===== src/rtl/pifo_calendar_rank_ctrl.sv =====
// ============================================================================
// Module   : pifo_calendar_rank_ctrl
// Purpose  : STFQ rank computation and insert/pop strobe control for the
//            calendar PIFO atom chain. Optional PIFO_RANK_CTRL_STATS_EN adds
//            enqueue/dequeue/saturation event counters.
// Revision : 1.0 - initial release
// ============================================================================
`default_nettype none

module pifo_calendar_rank_ctrl #(
  parameter int ELEMENT_WIDTH       = 32,
  parameter int ELEMENT_RANK_WIDTH  = 19,
  parameter int RANK_START_POS      = 12,
  parameter int RANK_END_POS        = 30,
  parameter int PIFO_INFO_VALID_POS = 31,
  parameter int FLOW_ID_WIDTH       = 4,
  parameter int LEN_WIDTH           = 16,
  parameter int PIFO_DEPTH          = 16,
  parameter int COUNT_WIDTH         = 5
) (
  input  logic                          clk,
  input  logic                          rstn,
  input  logic                          in_enq_valid,
  output logic                          out_enq_ready,
  input  logic [FLOW_ID_WIDTH-1:0]      in_enq_flow_id,
  input  logic [LEN_WIDTH-1:0]          in_enq_len,
  input  logic [RANK_START_POS-1:0]     in_enq_payload,
  input  logic                          in_deq_valid,
  output logic                          out_deq_ready,
  output logic                          out_deq_valid,
  output logic [ELEMENT_WIDTH-1:0]      out_deq_data,
  output logic [ELEMENT_WIDTH-1:0]      out_pifo_input,
  output logic                          out_ctl_insert,
  output logic                          out_ctl_pop,
  input  logic [ELEMENT_WIDTH-1:0]      in_pifo_head,
  output logic [COUNT_WIDTH-1:0]        out_count,
  output logic [ELEMENT_RANK_WIDTH-1:0] out_vtime
`ifdef PIFO_RANK_CTRL_STATS_EN
  ,
  output logic [31:0]                   out_stat_enq,
  output logic [31:0]                   out_stat_deq,
  output logic [15:0]                   out_stat_sat
`endif
);

  localparam int                            c_NUM_FLOWS = 2 ** FLOW_ID_WIDTH;
  localparam logic [COUNT_WIDTH-1:0]        c_DEPTH     = COUNT_WIDTH'(PIFO_DEPTH);
  localparam logic [ELEMENT_RANK_WIDTH-1:0] c_RANK_MAX  = '1;

  logic [COUNT_WIDTH-1:0]        r_count;
  logic [ELEMENT_RANK_WIDTH-1:0] r_vtime;
  logic [ELEMENT_RANK_WIDTH-1:0] r_last_finish [c_NUM_FLOWS];
  logic [ELEMENT_WIDTH-1:0]      r_pifo_input;
  logic [ELEMENT_WIDTH-1:0]      r_deq_data;
  logic                          r_ctl_insert;
  logic                          r_ctl_pop;
  logic                          r_deq_valid;

  logic                          w_enq_fire;
  logic                          w_deq_fire;
  logic [ELEMENT_RANK_WIDTH-1:0] w_last_finish;
  logic [ELEMENT_RANK_WIDTH-1:0] w_start;
  logic [ELEMENT_RANK_WIDTH:0]   w_sum;
  logic                          w_sat;
  logic [ELEMENT_RANK_WIDTH-1:0] w_finish;
  logic [ELEMENT_WIDTH-1:0]      w_new_elem;
  logic [ELEMENT_RANK_WIDTH-1:0] w_head_rank;
  logic [ELEMENT_RANK_WIDTH-1:0] w_vtime_nxt;

  // Readies come from registered occupancy only, so no valid->ready path exists.
  assign out_enq_ready = (r_count < c_DEPTH);
  assign out_deq_ready = (r_count != '0);
  assign w_enq_fire    = in_enq_valid & out_enq_ready;
  assign w_deq_fire    = in_deq_valid & out_deq_ready;

  assign w_last_finish = r_last_finish[in_enq_flow_id];
  assign w_start       = (r_vtime > w_last_finish) ? r_vtime : w_last_finish;
  assign w_sum         = {1'b0, w_start} + (ELEMENT_RANK_WIDTH+1)'(in_enq_len);
  assign w_sat         = w_sum[ELEMENT_RANK_WIDTH];
  assign w_finish      = w_sat ? c_RANK_MAX : w_sum[ELEMENT_RANK_WIDTH-1:0];

  always_comb begin
    w_new_elem                                = '0;
    w_new_elem[PIFO_INFO_VALID_POS]           = 1'b1;
    w_new_elem[RANK_END_POS:RANK_START_POS]   = w_start;
    w_new_elem[RANK_START_POS-1:0]            = in_enq_payload;
  end

  assign w_head_rank = in_pifo_head[RANK_END_POS:RANK_START_POS];
  assign w_vtime_nxt = (w_head_rank > r_vtime) ? w_head_rank : r_vtime;

  // The table is written on the accept edge, so a following enqueue to the
  // same flow already reads the new finish time without any bypass.
  always_ff @(posedge clk) begin
    if (!rstn) begin
      for (int i = 0; i < c_NUM_FLOWS; i++) begin
        r_last_finish[i] <= '0;
      end
    end else if (w_enq_fire) begin
      r_last_finish[in_enq_flow_id] <= w_finish;
    end
  end

  always_ff @(posedge clk) begin
    if (!rstn) begin
      r_count      <= '0;
      r_vtime      <= '0;
      r_pifo_input <= '0;
      r_deq_data   <= '0;
      r_ctl_insert <= 1'b0;
      r_ctl_pop    <= 1'b0;
      r_deq_valid  <= 1'b0;
    end else begin
      r_ctl_insert <= w_enq_fire;
      r_ctl_pop    <= w_deq_fire;
      r_deq_valid  <= r_ctl_pop;
      if (w_enq_fire) begin
        r_pifo_input <= w_new_elem;
      end
      // While the pop strobe is high the chain head is the departing element.
      if (r_ctl_pop) begin
        r_deq_data <= in_pifo_head;
        r_vtime    <= w_vtime_nxt;
      end
      case ({w_enq_fire, w_deq_fire})
        2'b10:   r_count <= r_count + 1'b1;
        2'b01:   r_count <= r_count - 1'b1;
        default: r_count <= r_count;
      endcase
    end
  end

  assign out_deq_valid  = r_deq_valid;
  assign out_deq_data   = r_deq_data;
  assign out_pifo_input = r_pifo_input;
  assign out_ctl_insert = r_ctl_insert;
  assign out_ctl_pop    = r_ctl_pop;
  assign out_count      = r_count;
  assign out_vtime      = r_vtime;

`ifdef PIFO_RANK_CTRL_STATS_EN
  logic [31:0] r_stat_enq;
  logic [31:0] r_stat_deq;
  logic [15:0] r_stat_sat;

  always_ff @(posedge clk) begin
    if (!rstn) begin
      r_stat_enq <= '0;
      r_stat_deq <= '0;
      r_stat_sat <= '0;
    end else begin
      if (w_enq_fire) begin
        r_stat_enq <= r_stat_enq + 32'd1;
      end
      if (w_deq_fire) begin
        r_stat_deq <= r_stat_deq + 32'd1;
      end
      if (w_enq_fire && w_sat) begin
        r_stat_sat <= r_stat_sat + 16'd1;
      end
    end
  end

  assign out_stat_enq = r_stat_enq;
  assign out_stat_deq = r_stat_deq;
  assign out_stat_sat = r_stat_sat;
`endif

endmodule

`default_nettype wire


===== config.mk =====
export PLATFORM = sky130hd
export DESIGN_NAME = pifo_calendar_rank_ctrl
export DESIGN_NICKNAME = d
export VERILOG_FILES = /design/src/rtl/pifo_calendar_rank_ctrl.sv
export SDC_FILE = /design/constraint.sdc
export NUM_CORES = 1
export LEC_CHECK = 0
export CORE_ASPECT_RATIO = 0.75
export CORE_MARGIN = 2
export CORE_UTILIZATION = 45
export DETAILED_ROUTE_END_ITERATION = 8
export GPL_ROUTABILITY_DRIVEN = 0
export HOLD_SLACK_MARGIN = 0.1
export MAX_ROUTING_LAYER = met4
export PLACE_DENSITY = 0.7
export SLEW_MARGIN = 25
export SYNTH_ARGS = -nofsm -noshare
export SYNTH_HDL_FRONTEND = slang
export SYNTH_SLANG_ARGS = --single-unit

===== constraint.sdc =====
create_clock -name clk -period 12.5 [get_ports clk]
set_input_delay 1.25 -clock clk [delete_from_list [all_inputs] [get_ports clk]]
set_output_delay 1.25 -clock clk [all_outputs]
set_load 0.03 [all_outputs]

==> run summary <==
total of fill cells in the finished design - 3,365
vias in the first global route - 12,200
Boundary Pins - 161
predominant post-synthesis flop cell - sky130_fd_sc_hd__edfxtp_1
top post-synthesis cells by count - sky130_fd_sc_hd__nor2_1 (419), sky130_fd_sc_hd__edfxtp_1 (304), sky130_fd_sc_hd__mux4_2 (93), sky130_fd_sc_hd__dfxtp_1 (91), sky130_fd_sc_hd__nand2_1 (68)
category of the critical setup timing path - in -> reg
CP required - 12.75 ns
area delta synth->final - 18.7%
total CTS buffers - 39
worst r2r src - r_last_finish[10][17]
leading cell types by total area after synthesis - sky130_fd_sc_hd__edfxtp_1 (50%), sky130_fd_sc_hd__mux4_2 (11%), sky130_fd_sc_hd__dfxtp_1 (9.9%), sky130_fd_sc_hd__nor2_1 (8.6%), sky130_fd_sc_hd__ha_1 (3.9%)
nature of the critical path startpoint - primary input
die area - 42,500 sq um
outcome - complete, no violations
hold buffers post-CTS - 0
proportion of layout cells with a drive suffix above 1 - 13.7%
cell taking the most area after synthesis - sky130_fd_sc_hd__edfxtp_1
share of total power in the clock network - 33.6%
gate count of the mapped netlist - 1,478
total via count after detailed routing - 12,600
CP max FO - 55
aggregate routed wire length - 53,000 microns
Finished Cell Area - 21,800 sq um
clock transition at the registers of the reported paths - 0.06 ns
H-tree depth reported by CTS - 2
Relative slew margins - 32.2%
reg-to-reg critical path endpoint - r_last_finish[5][18]
kind of end point of the critical path - flip-flop
count of input and output buffers - 160
clock tree from TritonCTS - done
mean instance size in the synthesized netlist - 12.4 sq um
number of synthesized flops with an enable pin - 304
die boundary width - 237 microns
net switching component of the power - 1.14 mW
Std-Cell Core Area - 40,500 sq um
ratio of final minimum period to clock period - 70.3%
worst setup path startpoint - in_enq_flow_id[1]
post-synthesis net count - 1,606
Hold Startpoint - out_pifo_input[7]
power density cells - 169 nW/um^2
max-slew violation count - 0
capture point of the worst path - r_last_finish[5][18]
overall track demand over capacity in global routing - 25.4%
summed instance area of the synthesized netlist - 18,400 sq um
depth of the worst register-to-register path - 18
placed cell area - 20,500 sq um
clock latency on the worst-skew pair - 0.55 ns
number of placement rows - 64
worst clock skew on the final layout - 0.0159 ns
number of clock sinks - 395
Post-Route Setup TNS - 0 ns
DRC viols - 0
number of nets at the end of the flow - 1,737
number of max-cap violations - 0
number of violations reported at the end of detailed-routing iteration 0 - 1,736
cell internal power dissipation - 2.55 mW
switching part of the total power - 30.8%
Peak Freq - 0.114 GHz
share of total power in combinational logic - 24.4%
share of synthesized area occupied by flip-flops and latches - 59.6%
flip-flop and latch count after synthesis - 395
number of antenna violations at the first check in global routing - 0
Chip Height - 179 microns
share of async-settable or async-resettable flops after synthesis - 0%
maximum number of pins on one net before global-route repair - 90
cell with the most instances after synthesis - sky130_fd_sc_hd__nor2_1
initial cell density of the core - 45.4%
setup repair after global routing missed its margin - false
global-route wire length before repair - 77,200 microns
shortest period the worst path allows - 8.79 ns
Arrival @ worst endpoint - 9.05 ns
number of synthesis warnings - 0
portion of total power attributed to sequential cells - 42.1%
remaining antenna violation count - 0
Cell Count Post-Placement - 2,096
Routed WL per cell - 24.4 microns
Clock Path Buffers - 3
Leakage - 8.02 nW
fraction of synthesized cell area taken by the top area cell type - 49.7%
count of placed standard cells in the final layout, fillers left out - 2,169
DR vias/cell - 5.83
post-CTS setup buffer count - 0
final setup fails - 0
clk root buf - sky130_fd_sc_hd__clkbuf_16
VDD IR max - 103 uV
Setup WS pre-CTS - 3.40 ns
Hold Violations, Final - 0
post-route setup slack - 3.71 ns
Netlist cell types - 54
transition time at the pin with the least slew margin - 1.01 ns
Detailed Routing Iterations Pass 1 - 7
register-to-register setup slack - 5.01 ns
post-cts repair resize count - 0
remaining global-route overflow - 0
worst min-delay path class - reg -> reg
Post-DP HPWL - 34,500 microns
==> power by group through the flow <==
stage / Combinational [mW] / Sequential, mW / Clock [mW]
CTS: 0.889 / 1.55 / 1.25
detailed placement: 0.884 / 1.58 / 0
finish: 0.899 / 1.55 / 1.24
global placement: 0.873 / 1.58 / 0
floorplan: 0.509 / 1.66 / 0
global route: 0.967 / 1.56 / 1.31
==> per-stage QoR <==
step | hold WS (ns) | total power, mW | util, %
2_1_floorplan | 0.584 | 2.17 | -
3_3_place_gp | 0.441 | 2.45 | 50.4
3_5_place_dp | 0.446 | 2.46 | 50.5
4_1_cts | 0.454 | 3.69 | 53.8
5_1_grt | 0.481 | 3.83 | 53.8
6_report | 0.456 | 3.69 | 53.8
==> final cells by class <==
cell class                 count  area [sq um]  area share, %
sequential                   395         11000           50.2
multi-input combinational    928          6810           31.2
timing repair buffer         194          1850           8.49
clock buffer                  43          1010           4.64
tap                          528           661           3.03
clock inverter                28           323           1.48
inverter                      51           191          0.878
antenna                        2          5.00         0.0229
==> cells by family (layout without fill, tap and decap cells) <==
group | after synthesis | after routing | synth area share, %
adders and majority gates | 60 | 60 | 4.17
other | 0 | 2 | 0
and+or+nand+nor | 560 | 560 | 12.5
DFF | 395 | 395 | 59.6
AOI/OAI and AO/OA | 145 | 145 | 4.98
buffers and inverters | 155 | 316 | 3.57
muxes | 146 | 146 | 14.4
xor gates and xnor gates | 17 | 17 | 0.810
==> layout by cell type, fill, tap and decap left out, types with 4 or more instances in the layout <==
master / n
sky130_fd_sc_hd__xnor2_1: 9
sky130_fd_sc_hd__a21o_1: 22
sky130_fd_sc_hd__clkinv_2: 8
sky130_fd_sc_hd__nor3_1: 22
sky130_fd_sc_hd__a211oi_1: 4
sky130_fd_sc_hd__ha_1: 58
sky130_fd_sc_hd__edfxtp_1: 304
sky130_fd_sc_hd__bufinv_16: 7
sky130_fd_sc_hd__clkbuf_16: 40
sky130_fd_sc_hd__o211ai_1: 5
sky130_fd_sc_hd__mux4_2: 93
sky130_fd_sc_hd__inv_1: 50
sky130_fd_sc_hd__nand2_1: 60
sky130_fd_sc_hd__o21ai_0: 44
sky130_fd_sc_hd__o21bai_1: 4
sky130_fd_sc_hd__xor2_1: 8
sky130_fd_sc_hd__clkinv_1: 8
sky130_fd_sc_hd__nor2_4: 10
sky130_fd_sc_hd__buf_4: 36
sky130_fd_sc_hd__dfxtp_1: 90
sky130_fd_sc_hd__clkdlybuf4s50_1: 158
sky130_fd_sc_hd__nor2_2: 4
sky130_fd_sc_hd__nor2_1: 415
sky130_fd_sc_hd__nand3_1: 11
sky130_fd_sc_hd__nand4_1: 6
sky130_fd_sc_hd__and3_1: 6
sky130_fd_sc_hd__nand2_2: 8
sky130_fd_sc_hd__mux2i_1: 51
sky130_fd_sc_hd__nor2b_1: 6
sky130_fd_sc_hd__a21oi_1: 44
==> registers in the layout, indices dropped and copies added (netlist names) <==
| register | count |
|---|---|
| r_last_finish | 304 |
| out_ctl_insert | 1 |
| out_ctl_pop | 1 |
| out_count | 5 |
| out_deq_data | 32 |
| out_deq_valid | 1 |
| out_pifo_input | 32 |
| out_vtime | 19 |
==> worst max-delay path: stages <==
cell and delay [ns]:
sky130_fd_sc_hd__buf_4 0.35, sky130_fd_sc_hd__buf_4 0.72, sky130_fd_sc_hd__mux4_2 0.43, sky130_fd_sc_hd__a22o_1 0.22
sky130_fd_sc_hd__a221oi_1 0.70, sky130_fd_sc_hd__ha_1 0.38, sky130_fd_sc_hd__nand3_1 0.08, sky130_fd_sc_hd__nor2_1 0.05
sky130_fd_sc_hd__a221oi_2 0.53, sky130_fd_sc_hd__nand3_1 0.29, sky130_fd_sc_hd__nand2_1 0.52, sky130_fd_sc_hd__o21ai_0 0.28
sky130_fd_sc_hd__ha_1 0.47, sky130_fd_sc_hd__nand4_1 0.14, sky130_fd_sc_hd__nor3_1 0.47, sky130_fd_sc_hd__o21ai_0 0.26
sky130_fd_sc_hd__a211oi_1 0.45, sky130_fd_sc_hd__o211a_1 0.23, sky130_fd_sc_hd__a2bb2oi_1 0.23, sky130_fd_sc_hd__mux2i_2 0.82
sky130_fd_sc_hd__nor2_1 0.09
==> layer usage <==
layer	track usage, %	share of wire (%)	routed length, microns
met1	36.5	41	21700
met2	35.4	43	23000
met3	6.93	13	6790
met4	7.47	2.7	1420
met5	-	0	0
==> how the worst min path moves through the flow <==
stage	endpoint	slack [ns]	depth (start not counted)
after floorplan	out_pifo_input[10]	0.58	2
after global placement	out_pifo_input[11]	0.44	2
after detailed placement	out_pifo_input[7]	0.45	2
after CTS	out_pifo_input[7]	0.45	2
after global routing	out_pifo_input[2]	0.48	2
final	out_pifo_input[7]	0.46	2
Power figures use the tool's default switching activity.
